`src/rtl/vrf_group_reader.sv`:
```
// vrf_group_reader: streams a naturally aligned group of 1/2/4/8 vector
// registers out of a register file, one register per beat, with a
// valid/ready handshake on the output side and a one-cycle error pulse
// for an illegal group-size code.
module vrf_group_reader #(
  parameter int DATA_W = 32
) (
  input  logic              clk,
  input  logic              rst,
  input  logic              req_valid,
  output logic              req_ready,
  input  logic [4:0]        req_sel,
  input  logic [2:0]        req_vlmul,
  output logic [4:0]        rf_rd_sel,
  input  logic [DATA_W-1:0] rf_rd_data,
  output logic              out_valid,
  input  logic              out_ready,
  output logic [DATA_W-1:0] out_data,
  output logic [2:0]        out_idx,
  output logic              out_last,
  output logic              busy,
  output logic              err
);

  typedef enum logic [1:0] {
    IDLE = 2'd0,
    LOAD = 2'd1,
    SEND = 2'd2
  } state_t;

  state_t     state;
  logic [4:0] base;   // aligned first register of the group
  logic [3:0] count;  // registers in the group: 1, 2, 4 or 8
  logic [2:0] idx;    // position of the beat currently on out_data

  // Clear the low vlmul bits of the requested register so the group is
  // naturally aligned; the group then never wraps past register 31.
  function automatic logic [4:0] align_base(input logic [4:0] sel,
                                            input logic [1:0] vl);
    case (vl)
      2'd0:    return sel;
      2'd1:    return {sel[4:1], 1'b0};
      2'd2:    return {sel[4:2], 2'b00};
      default: return {sel[4:3], 3'b000};
    endcase
  endfunction

  assign req_ready = (state == IDLE) && !rst;
  assign busy      = (state != IDLE);
  assign out_idx   = idx;

  // Read address: the group base while loading, then one register ahead
  // of the beat being presented so the next beat is ready on handshake.
  always_comb begin
    rf_rd_sel = 5'd0;
    case (state)
      LOAD:    rf_rd_sel = base;
      SEND:    rf_rd_sel = base + {2'b00, idx} + 5'd1;
      default: rf_rd_sel = 5'd0;
    endcase
  end

  // Control FSM with registered outputs; reset aborts any burst in flight.
  always_ff @(posedge clk or posedge rst) begin
    if (rst) begin
      state     <= IDLE;
      base      <= 5'd0;
      count     <= 4'd0;
      idx       <= 3'd0;
      out_valid <= 1'b0;
      out_data  <= '0;
      out_last  <= 1'b0;
      err       <= 1'b0;
    end else begin
      err <= 1'b0;
      case (state)
        IDLE: begin
          if (req_valid) begin
            if (req_vlmul[2]) begin
              err <= 1'b1;
            end else begin
              base  <= align_base(req_sel, req_vlmul[1:0]);
              count <= 4'd1 << req_vlmul[1:0];
              idx   <= 3'd0;
              state <= LOAD;
            end
          end
        end
        LOAD: begin
          out_data  <= rf_rd_data;
          idx       <= 3'd0;
          out_last  <= (count == 4'd1);
          out_valid <= 1'b1;
          state     <= SEND;
        end
        SEND: begin
          if (out_ready) begin
            if (out_last) begin
              out_valid <= 1'b0;
              out_last  <= 1'b0;
              state     <= IDLE;
            end else begin
              idx      <= idx + 3'd1;
              out_data <= rf_rd_data;
              out_last <= (({1'b0, idx} + 4'd2) == count);
            end
          end
        end
        default: state <= IDLE;
      endcase
    end
  end

endmodule

```
`config.mk`:
```
export PLATFORM = sky130hd
export DESIGN_NAME = vrf_group_reader
export DESIGN_NICKNAME = d
export VERILOG_FILES = /design/src/rtl/vrf_group_reader.sv
export SDC_FILE = /design/constraint.sdc
export NUM_CORES = 1
export LEC_CHECK = 0
export ABC_AREA = 1
export CELL_PAD_IN_SITES_DETAIL_PLACEMENT = 1
export CELL_PAD_IN_SITES_GLOBAL_PLACEMENT = 2
export CORE_MARGIN = 5
export CORE_UTILIZATION = 23
export DETAILED_ROUTE_END_ITERATION = 10
export GPL_TIMING_DRIVEN = 1
export HOLD_SLACK_MARGIN = 0.15
export PLACE_DENSITY_LB_ADDON = 0.1
export SYNTH_ARGS = -nofsm -noshare
export SYNTH_HDL_FRONTEND = slang
export SYNTH_SLANG_ARGS = --single-unit
```
`constraint.sdc`:
```
create_clock -name clk -period 1.7 [get_ports clk]
set_input_delay 0.17 -clock clk [delete_from_list [all_inputs] [get_ports clk]]
set_output_delay 0.17 -clock clk [all_outputs]
set_load 0.01 [all_outputs]
```
==> impl_metrics.ini <==
[outcome]
status = finished, violations left
failed_checks = negative setup slack

[timing]
grt_setup_unrepaired = yes
hold_viol_final = 0
min_period_ps = 2030
setup_viol = 20
hold_ws_ps = 399
maxSlewViolCount = 0
period_share_pct = 119
slew_headroom_pct = 59.0
fmax_ghz = 0.494
worst_pin_slew_ps = 609
clock_skew_ps = 4.77
fin_ws_ps = -325

[finish]
drive_above_1_share_pct = 31.2
area.growth.synth_to_final_pct = 73.1
fill_cells = 1275
diodes = 0
design_area_sq_mm = 0.00431
stdcell_count = 557
nets = 471

[yosys]
synth_xor_area_share_pct = 0.352
syn_nets = 339
ys_ff_latch = 49
synth-simple-area-share_pct = 15.7
yosys_warnings = 0
yosysSeqAreaShare_pct = 49.2
synthMuxAreaShare_pct = 0
syn_avg_cell_area_sq_um = 8.77
synth_top_family_by_area = compound AO/OA/AOI/OAI gates
synthAdderAreaFrac_pct = 5.83
syn_area_sq_mm = 0.00249
synth_compound_area_share_pct = 17.0
netlist_instances = 284
synth.distinct_cells = 23

[floorplan]
core_area_sq_mm = 0.0107
initial_core_util_pct = 23.2
die_height_um = 114
dieArea_sq_mm = 0.0130
rows = 38
die_w_um = 114
ios = 89

[critical_path]
required_ps = 1530
path_max_fanout = 2
critPathLaunchType = flop
worst_setup_path_end_kind = output port
critPathKind = reg2out
reg2regPathDepth = 11
cp.arrival_ps = 1860

[min_path]
hp-class = in2reg
whs_path_depth = 3

[drt]
drc = 0
vias = 2279
drt-initial-drc-count = 35
wl_per_cell_um = 14.7
routed_wirelength_um = 8190
dr.pass1.iters = 4
avgViaCountPerCell = 4.09
ant_nets = 0

[clocking]
numCtsBuffers = 5
cts_root_buf = clkbuf_8
clock_latency_ps = 310
clk_pin_slew_ps = 100
cts_tree = done
clk_path_buf_depth = 2
numClockSinks = 49
cts.htree.levels = 2

[place]
hpwlAfterDp_um = 5430
place_area_sq_mm = 0.00370
place.gp.congestion = 0.711
placed_cells = 529
port-buffer-count = 88

[global_routing]
busiest_layer = met2
grt_use_total_pct = 12.3
antenna_found_initial = 0
grt.met2_usage_pct = 20.3
overflow = 0
use_met1_pct = 16.2
grt_max_degree = 43
first_global_vias = 2498
grt_pass1_wl_um = 12600
grt_use_met3_pct = 2.92

[run]
drv_cap = 0

[power]
leakagePower_nw = 2.03
powerDensity_mw_per_mm2 = 2000
ir_worst_vdd_v = 0.000711
[cell families after synthesis]
kind of cell | Yosys count
flops | 49
fa+ha+maj | 11
compound gates | 60
buf+inv | 65
simple gates | 98
xor+xnor | 1
[Yosys cell counts]
cell type,n,share of area (%)
inv_2,1,0.15
buf_6,6,2.7
ha_1,10,5.0
nand3_1,9,1.8
nand2_1,75,11
inv_1,55,8.3
inv_4,1,0.25
nor2_1,11,1.7
xor2_1,1,0.35
o21ai_1,3,0.60
clkbuf_1,1,0.15
buf_4,1,0.30
o21ai_2,27,9.5
nand3b_1,1,0.30
o21ai_0,15,3.0
nor2_4,1,0.45
a2bb2oi_1,2,0.70
nor3_1,1,0.20
o21ai_4,1,0.65
a21oi_1,11,2.2
o21bai_1,1,0.30
dfrtp_1,49,49
fa_1,1,0.80
[report_power, final]
group | switching [mW] | leakage [nW] | internal, mW
registers | 0.317 | 0.608 | 1.71
logic | 2.62 | 1.35 | 2.93
clock network | 0.430 | 0.0687 | 0.593
[per-layer routing]
metal | part of all wire [%] | routed length [um]
met3 | 5.0 | 408
met1 | 45 | 3720
met5 | 0 | 0
met4 | 1.0 | 82
met2 | 49 | 3980
[registers in the layout, summed over array words and instances (netlist names)]
signal and flops:
state 2, out_valid 1, out_data 32, base 5, out_last 1, count 4
out_idx 3, err 1
[worst max-delay path, stage by stage, from the launching register on]
cell	delay, ps
dfrtp_1	400
inv_2	80
ha_4	140
fa_2	180
inv_2	40
buf_4	120
buf_6	110
a21oi_2	110
o21ai_1	80
a21oi_1	140
buf_2	150
[cells in the final DEF, fill, tap and decap left out, types with 2 or more instances in the layout]
cell,count
clkdlybuf4s50_1,80
nand2_1,61
inv_1,49
dfrtp_1,49
o21ai_2,32
buf_4,29
o21ai_0,9
nor2_1,9
nand2_4,8
a21oi_1,8
inv_2,7
nand3_1,7
nand2_2,6
ha_4,6
buf_6,6
clkbuf_8,5
buf_2,5
buf_12,5
ha_1,4
a21oi_2,3
o21ai_1,3
inv_6,2
o21ai_4,2
nand3_4,2
nor2_2,2
bufinv_16,2
buf_16,2
clkbuf_16,2
[final cells by class]
class                           count  area (sq um)  area share (%)
Inverter                           57           219            5.08
Tap cell                          140           175            4.07
Clock inverter                      3          68.8            1.60
Timing Repair Buffer              133          1350            31.4
Multi-Input combinational cell    170          1200            27.8
Sequential cell                    49          1230            28.5
Clock buffer                        5          68.8            1.60
[final timing paths]
path,start,to,slack [ps]
setup / recovery,base[0],rf_rd_sel[2],-330
hold / removal,req_sel[3],base[3],400
setup reg to reg,state[0],out_data[13],-70
hold reg to reg,out_valid,out_valid,490
max in group asynchronous,rst,out_data[20],540
min in group asynchronous,rst,out_data[13],670
[stage by stage]
stage / util (%) / setup WS (ps) / total power [mW] / setup TNS [ps]
after CTS: 38.3 / -280 / 8.20 / -1380
after global routing: 40.1 / -407 / 9.30 / -4350
after global placement: 34.4 / -452 / 6.19 / -1970
after detailed placement: 34.4 / -477 / 6.28 / -2010
after floorplan: - / 8.06 / 4.32 / 0
final: 40.1 / -325 / 8.61 / -1860
[timing repair]
item                                    4_1_cts  5_1_grt
resized for setup                            46       46
gates cloned                                  3        3
buffers inserted                             12        3
endpoints found under the hold margin         7        0
hold buffers                                  1        0
pin swaps                                     8        9
endpoints found under the setup margin       41       39
Note: power is estimated with default switching activity, not from simulation.
